<file path="src/rtl/cdctl_pll_ctrl_if.sv">
`timescale 1ns/1ps
// cdctl_pll_ctrl_if: control/status bundle between the PLL supervisor and its surroundings
interface cdctl_pll_ctrl_if;
    logic       restart;
    logic       pll_lock;
    logic       pll_resetb;
    logic       pll_ready;
    logic       pll_fail;
    logic [7:0] lost_cnt;
    logic [2:0] state;
    modport master (
        input  restart, pll_lock,
        output pll_resetb, pll_ready, pll_fail, lost_cnt, state
    );
    modport slave (
        output restart, pll_lock,
        input  pll_resetb, pll_ready, pll_fail, lost_cnt, state
    );
endinterface

</file>
<file path="src/rtl/cdctl_pll_ctrl.sv">
`timescale 1ns/1ps
// cdctl_pll_ctrl: drives the PLL reset, qualifies its lock, retries on timeout and recovers from lock loss
module cdctl_pll_ctrl #(
    parameter int RST_CYCLES   = 16,
    parameter int LOCK_TIMEOUT = 16000,
    parameter int LOCK_FILTER  = 256,
    parameter int MAX_RETRY    = 3
) (
    input  logic             clk,
    input  logic             reset_n,
    cdctl_pll_ctrl_if.master bus
);
    localparam int RW = $clog2(RST_CYCLES + 1);
    localparam int FW = $clog2(LOCK_FILTER + 1);
    localparam int YW = $clog2(MAX_RETRY + 1);

    typedef enum logic [2:0] {
        RESET     = 3'd0,
        WAIT_LOCK = 3'd1,
        STABLE    = 3'd2,
        RUN       = 3'd3,
        FAIL      = 3'd4
    } state_t;

    state_t        cur, nxt;
    logic          lock_m, lock_s;
    logic [RW-1:0] rst_cnt;
    logic [15:0]   tmo_cnt;
    logic [FW-1:0] flt_cnt;
    logic [YW-1:0] retry, retry_d, retry_inc;
    logic [7:0]    lost_cnt;
    logic          lost_inc, rst_done, tmo_hit, flt_done, retry_max;
    logic          resetb_q, ready_q, fail_q;
    logic          resetb_d, ready_d, fail_d;

    assign rst_done  = rst_cnt == RW'(RST_CYCLES - 1);
    assign tmo_hit   = tmo_cnt == 16'(LOCK_TIMEOUT - 1);
    assign flt_done  = flt_cnt == FW'(LOCK_FILTER - 1);
    assign retry_inc = retry + 1'b1;
    assign retry_max = retry_inc == YW'(MAX_RETRY);

    assign bus.pll_resetb = resetb_q;
    assign bus.pll_ready  = ready_q;
    assign bus.pll_fail   = fail_q;
    assign bus.lost_cnt   = lost_cnt;
    assign bus.state      = cur;

    // two-flop synchroniser: the only place the asynchronous lock is sampled
    always_ff @(posedge clk or negedge reset_n) begin
        if (!reset_n) begin
            lock_m <= 1'b0;
            lock_s <= 1'b0;
        end else begin
            lock_m <= bus.pll_lock;
            lock_s <= lock_m;
        end
    end

    // sequencing decisions; restart overrides everything but still lets a RUN lock loss be counted
    always_comb begin
        nxt      = cur;
        retry_d  = retry;
        lost_inc = 1'b0;
        case (cur)
            RESET: nxt = rst_done ? WAIT_LOCK : RESET;
            WAIT_LOCK: begin
                if (lock_s) nxt = STABLE;
                else if (tmo_hit) begin
                    nxt     = retry_max ? FAIL : RESET;
                    retry_d = retry_inc;
                end
            end
            STABLE: begin
                if (!lock_s) nxt = WAIT_LOCK;
                else if (flt_done) begin
                    nxt     = RUN;
                    retry_d = '0;
                end else if (tmo_hit) begin
                    nxt     = retry_max ? FAIL : RESET;
                    retry_d = retry_inc;
                end
            end
            RUN: begin
                if (!lock_s) begin
                    nxt      = RESET;
                    retry_d  = '0;
                    lost_inc = 1'b1;
                end
            end
            FAIL: nxt = FAIL;
            default: nxt = RESET;
        endcase
        if (bus.restart) begin
            nxt     = RESET;
            retry_d = '0;
        end
        resetb_d = nxt inside {WAIT_LOCK, STABLE, RUN};
        ready_d  = nxt == RUN;
        fail_d   = nxt == FAIL;
    end

    // state register and output flops, so every output switches on the same edge as the state
    always_ff @(posedge clk or negedge reset_n) begin
        if (!reset_n) begin
            cur      <= RESET;
            resetb_q <= 1'b0;
            ready_q  <= 1'b0;
            fail_q   <= 1'b0;
        end else begin
            cur      <= nxt;
            resetb_q <= resetb_d;
            ready_q  <= ready_d;
            fail_q   <= fail_d;
        end
    end

    // counters; tmo_cnt only restarts from RESET so a glitching lock cannot dodge the timeout
    always_ff @(posedge clk or negedge reset_n) begin
        if (!reset_n) begin
            rst_cnt  <= '0;
            tmo_cnt  <= '0;
            flt_cnt  <= '0;
            retry    <= '0;
            lost_cnt <= '0;
        end else begin
            rst_cnt  <= (cur == RESET && nxt == RESET && !bus.restart) ? rst_cnt + 1'b1 : '0;
            tmo_cnt  <= (cur == WAIT_LOCK || cur == STABLE) ? tmo_cnt + 16'd1 : '0;
            flt_cnt  <= (cur == STABLE && nxt == STABLE) ? flt_cnt + 1'b1 : '0;
            retry    <= retry_d;
            lost_cnt <= (lost_inc && lost_cnt != 8'hff) ? lost_cnt + 8'd1 : lost_cnt;
        end
    end
endmodule

</file>
<file path="src/flat_wrapper.sv">
// flat-port wrapper written by rule: the top's interface ports become plain ports
module cdctl_pll_ctrl_flat 
#(
    parameter int RST_CYCLES   = 16,
    parameter int LOCK_TIMEOUT = 16000,
    parameter int LOCK_FILTER  = 256,
    parameter int MAX_RETRY    = 3
)
  (clk, reset_n, bus_restart, bus_pll_lock, bus_pll_resetb, bus_pll_ready, bus_pll_fail, bus_lost_cnt, bus_state);
  cdctl_pll_ctrl_if bus_i ();
  input  logic clk;
  input  logic reset_n;
  input wire logic [$bits(bus_i.restart)-1:0] bus_restart;
  input wire logic [$bits(bus_i.pll_lock)-1:0] bus_pll_lock;
  output wire logic [$bits(bus_i.pll_resetb)-1:0] bus_pll_resetb;
  output wire logic [$bits(bus_i.pll_ready)-1:0] bus_pll_ready;
  output wire logic [$bits(bus_i.pll_fail)-1:0] bus_pll_fail;
  output wire logic [$bits(bus_i.lost_cnt)-1:0] bus_lost_cnt;
  output wire logic [$bits(bus_i.state)-1:0] bus_state;
  assign bus_i.restart = bus_restart;
  assign bus_i.pll_lock = bus_pll_lock;
  assign bus_pll_resetb = bus_i.pll_resetb;
  assign bus_pll_ready = bus_i.pll_ready;
  assign bus_pll_fail = bus_i.pll_fail;
  assign bus_lost_cnt = bus_i.lost_cnt;
  assign bus_state = bus_i.state;
  cdctl_pll_ctrl #(.RST_CYCLES(RST_CYCLES), .LOCK_TIMEOUT(LOCK_TIMEOUT), .LOCK_FILTER(LOCK_FILTER), .MAX_RETRY(MAX_RETRY)) u_core (.clk(clk), .reset_n(reset_n), .bus(bus_i));
endmodule
</file>
<file path="config.mk">
export PLATFORM = sky130hd
export DESIGN_NAME = cdctl_pll_ctrl_flat
export DESIGN_NICKNAME = d
export VERILOG_FILES = /design/src/rtl/cdctl_pll_ctrl_if.sv /design/src/rtl/cdctl_pll_ctrl.sv /design/src/flat_wrapper.sv
export SDC_FILE = /design/constraint.sdc
export NUM_CORES = 1
export LEC_CHECK = 0
export BUFFER_PORTS_ARGS = -buffer_cell sky130_fd_sc_hd__buf_2
export CORE_MARGIN = 1
export CORE_UTILIZATION = 59
export CTS_CLUSTER_SIZE = 12
export DETAILED_ROUTE_END_ITERATION = 8
export GPL_TIMING_DRIVEN = 0
export PLACE_DENSITY = 0.88
export REMOVE_ABC_BUFFERS = 1
export SYNTH_ARGS = -nofsm -noshare
export SYNTH_HDL_FRONTEND = slang
export SYNTH_SLANG_ARGS = --single-unit
</file>
<file path="constraint.sdc">
create_clock -name clk -period 2.51 [get_ports clk]
set_clock_uncertainty 0.15 [all_clocks]
set_input_delay 0.502 -clock clk [delete_from_list [all_inputs] [get_ports clk]]
set_output_delay 0.502 -clock clk [all_outputs]
set_load 0.03 [all_outputs]
</file>
==> flow_summary.json <==
{
  "outcome": "finished clean",
  "antenna_found_initial": 0,
  "cp.arrival_ns": 2.40,
  "fmax_ghz": 0.4337,
  "critical_path_required_ns": 2.60,
  "netlist_area_um2": 2275,
  "slowest_delay_ns": 0.39,
  "die-area_um2": 4108,
  "antenna_cells": 0,
  "die_w_um": 64.09,
  "gr-total-overflow": 0,
  "nets": 248,
  "power_density_nw_per_um2": 496.5,
  "yosys.cell_types.count": 40,
  "synth-seq-cells": 48,
  "antenna_left": 0,
  "slew_headroom_pct": 32.70,
  "syn_area_per_cell_um2": 10.53,
  "dr.pass1.iters": 4,
  "io_buffers": 17,
  "gp_congestion": 0.7741,
  "drtIter0Drc": 67,
  "maxCapViolations": 0,
  "period_needed_ns": 2.306,
  "viasPerCell": 5.779,
  "hold_class": "in -> reg",
  "layout_commonest_cell": "dfrtp_1",
  "grt_use_total_pct": 22.05,
  "grt_max_degree": 49,
  "post-route-drc-count": 0,
  "hold_slack_ns": 0.1595,
  "synth-main-ff-cell": "dfrtp_1",
  "cts_root_buf": "clkbuf_8",
  "clkPwrFrac_pct": 34.5,
  "synth_edf_count": 0,
  "wl_per_cell_um": 14.11,
  "setup_viol": 0,
  "clk_latency_ns": 0.30,
  "post-route-util_pct": 67.91,
  "rsz0062_at_grt": "no",
  "core_um2": 3689,
  "num_rows": 22,
  "clk_pin_slew_ns": 0.08,
  "tritoncts": "yes",
  "synth_top_area_cell": "dfrtp_1",
  "cts.htree.levels": 2,
  "ioPinCount": 18,
  "drive_gt1_share_pct": 14.35,
  "synth_top_cell_area_share_pct": 52.81,
  "crit_chain": "ha_1, nand2_1, nor2_1, and3_1, ha_2, nand4bb_1, o211ai_1, or2_2, nand3_1",
  "ys_warn_count": 0,
  "dpl.hpwl_um": 2732,
  "cts_made_buffers": 5,
  "drt_wl_total_um": 4020,
  "swShare_pct": 21.50,
  "endpoint_kind": "flip-flop",
  "synth-async-reset-ratio_pct": 100.0,
  "p_switching_uw": 267.4,
  "crit_fanout": 4,
  "start_kind": "flip-flop",
  "period_share_pct": 91.86,
  "final-max-slew-violation-count": 0,
  "ys_seq_area_share_pct": 52.81,
  "grt_pass1_wl_um": 6900,
  "pwr-share-seq_pct": 63.0,
  "critPathKind": "reg -> reg",
  "ctsHoldBuffers": 0,
  "hold_viol_final": 0,
  "worst_pin_slew_ns": 1.010,
  "grt_pass1_vias": 1551,
  "final_cell_mix": "dfrtp_1 (48), nor2_1 (26), buf_2 (17)",
  "internal-power_uw": 976.4,
  "syn_inst": 216,
  "synth.area.top_cells": "dfrtp_1 (53%), xnor2_1 (5.8%), xor2_1 (4.6%)",
  "initial_core_util_pct": 61.67,
  "die_h_um": 64.09,
  "comb_power_share_pct": 2.5,
  "vdd_drop_max_mv": 0.3631,
  "cts_buffer_depth": 2,
  "vias": 1647,
  "area_growth_pct": 10.12,
  "numClockSinks": 48,
  "rrSetupSlack_ns": 0.20,
  "crit_slowest_cell": "dfrtp_1",
  "post_cts_buffers": 0,
  "leakage_nw": 1.159
}
==> cells by family after synthesis <==
logic type	after synthesis	share of synthesized area, %
muxes	1	0.4950
xor gates and xnor gates	27	10.40
AOI/OAI and AO/OA	21	5.941
adders and majority gates	7	3.850
DFF	48	52.81
buffers and inverters	13	2.145
and+or+nand+nor	99	24.37
==> worst max-delay path: cells and delay by family, from the launching register on <==
family / cells / cell delay, ns
AO/OA/AOI/OAI: 1 / 0.24
AND/OR/NAND/NOR: 6 / 1.01
flip-flops: 1 / 0.39
adder cells (fa/ha/maj): 2 / 0.45
==> synth_stat cells, drive strengths merged (2+ instances only) <==
cell / n
a21oi: 8
a41o: 2
and3: 7
clkbuf: 3
dfrtp: 48
ha: 7
inv: 9
nand2: 10
nand2b: 3
nand3: 13
nand4: 5
nand4bb: 2
nor2: 26
nor3: 13
nor4: 4
o21ai: 5
or2: 2
or3: 3
or4: 4
xnor2: 15
xor2: 12
==> what timing repair did <==
item | CTS | global route
gates cloned | 0 | 1
pin swaps | 0 | 1
hold endpoints to repair | 0 | 0
resized for setup | 1 | 2
endpoints found under the setup margin | 9 | 9
==> worst paths after layout <==
path / cells past startpoint / end / start
hold reg to reg: 0 / u_core.lock_s$_DFF_PN0_ / u_core.lock_m$_DFF_PN0_
hold / removal: 1 / u_core.lock_m$_DFF_PN0_ / bus_pll_lock
setup reg to reg: 9 / u_core.bus.pll_resetb$_DFF_PN0_ / u_core.flt_cnt[0]$_DFF_PN0_
setup / recovery: 9 / u_core.bus.pll_resetb$_DFF_PN0_ / u_core.flt_cnt[0]$_DFF_PN0_
min in group asynchronous: 1 / u_core.bus.pll_fail$_DFF_PN0_ / reset_n
max in group asynchronous: 1 / u_core.retry[0]$_DFFE_PN0P_ / reset_n
==> power groups by stage <==
stage               combinational, mW  clock, mW  sequential [mW]
floorplan                      0.0113          0            0.798
global placement               0.0304          0            0.798
detailed placement             0.0315          0            0.798
CTS                            0.0318      0.435            0.783
global route                   0.0373      0.464            0.784
finish                         0.0310      0.430            0.783
==> per-layer routing <==
metal	vias to the layer above	part of all wire [%]	global-route usage, %
met3	7	3.4	6.607
met2	25	49	36.70
met4	0	1.4	7.500
li1	802	-	-
met5	-	0	0
met1	813	46	27.35
==> layout make-up <==
| cell class | count | area (µm²) |
|---|---|---|
| clock buffers | 6 | 72.57 |
| multi-input cells | 156 | 1047 |
| inverters | 9 | 33.78 |
| fillers | 282 | 1184 |
| well taps | 48 | 60.06 |
| flip-flops and latches | 48 | 1201 |
| repair buffers | 17 | 85.08 |
| clock inverters | 1 | 5.005 |
==> through the flow <==
step | TNS, ns | area, µm² | power (mW) | std cells | setup WS (ns)
6_report | 0 | 2505 | 1.244 | 285 | 0.2044
3_5_place_dp | -1.138 | 2405 | 0.8300 | 277 | -0.1564
2_1_floorplan | 0 | 2260 | 0.8089 | 212 | 0.3023
5_1_grt | 0 | 2505 | 1.285 | 285 | 0.008628
3_3_place_gp | 0 | 2405 | 0.8285 | 277 | 0.0007032
4_1_cts | 0 | 2486 | 1.250 | 284 | 0.05977
==> state kept, by name (all words and copies together), names as in the netlist, 2 cells and up <==
register             count
u_core.flt_cnt           9
u_core.rst_cnt           5
u_core.bus.lost_cnt      8
u_core.tmo_cnt          16
u_core.bus.state         3
u_core.retry             2
(Power assumes the default switching activity.)
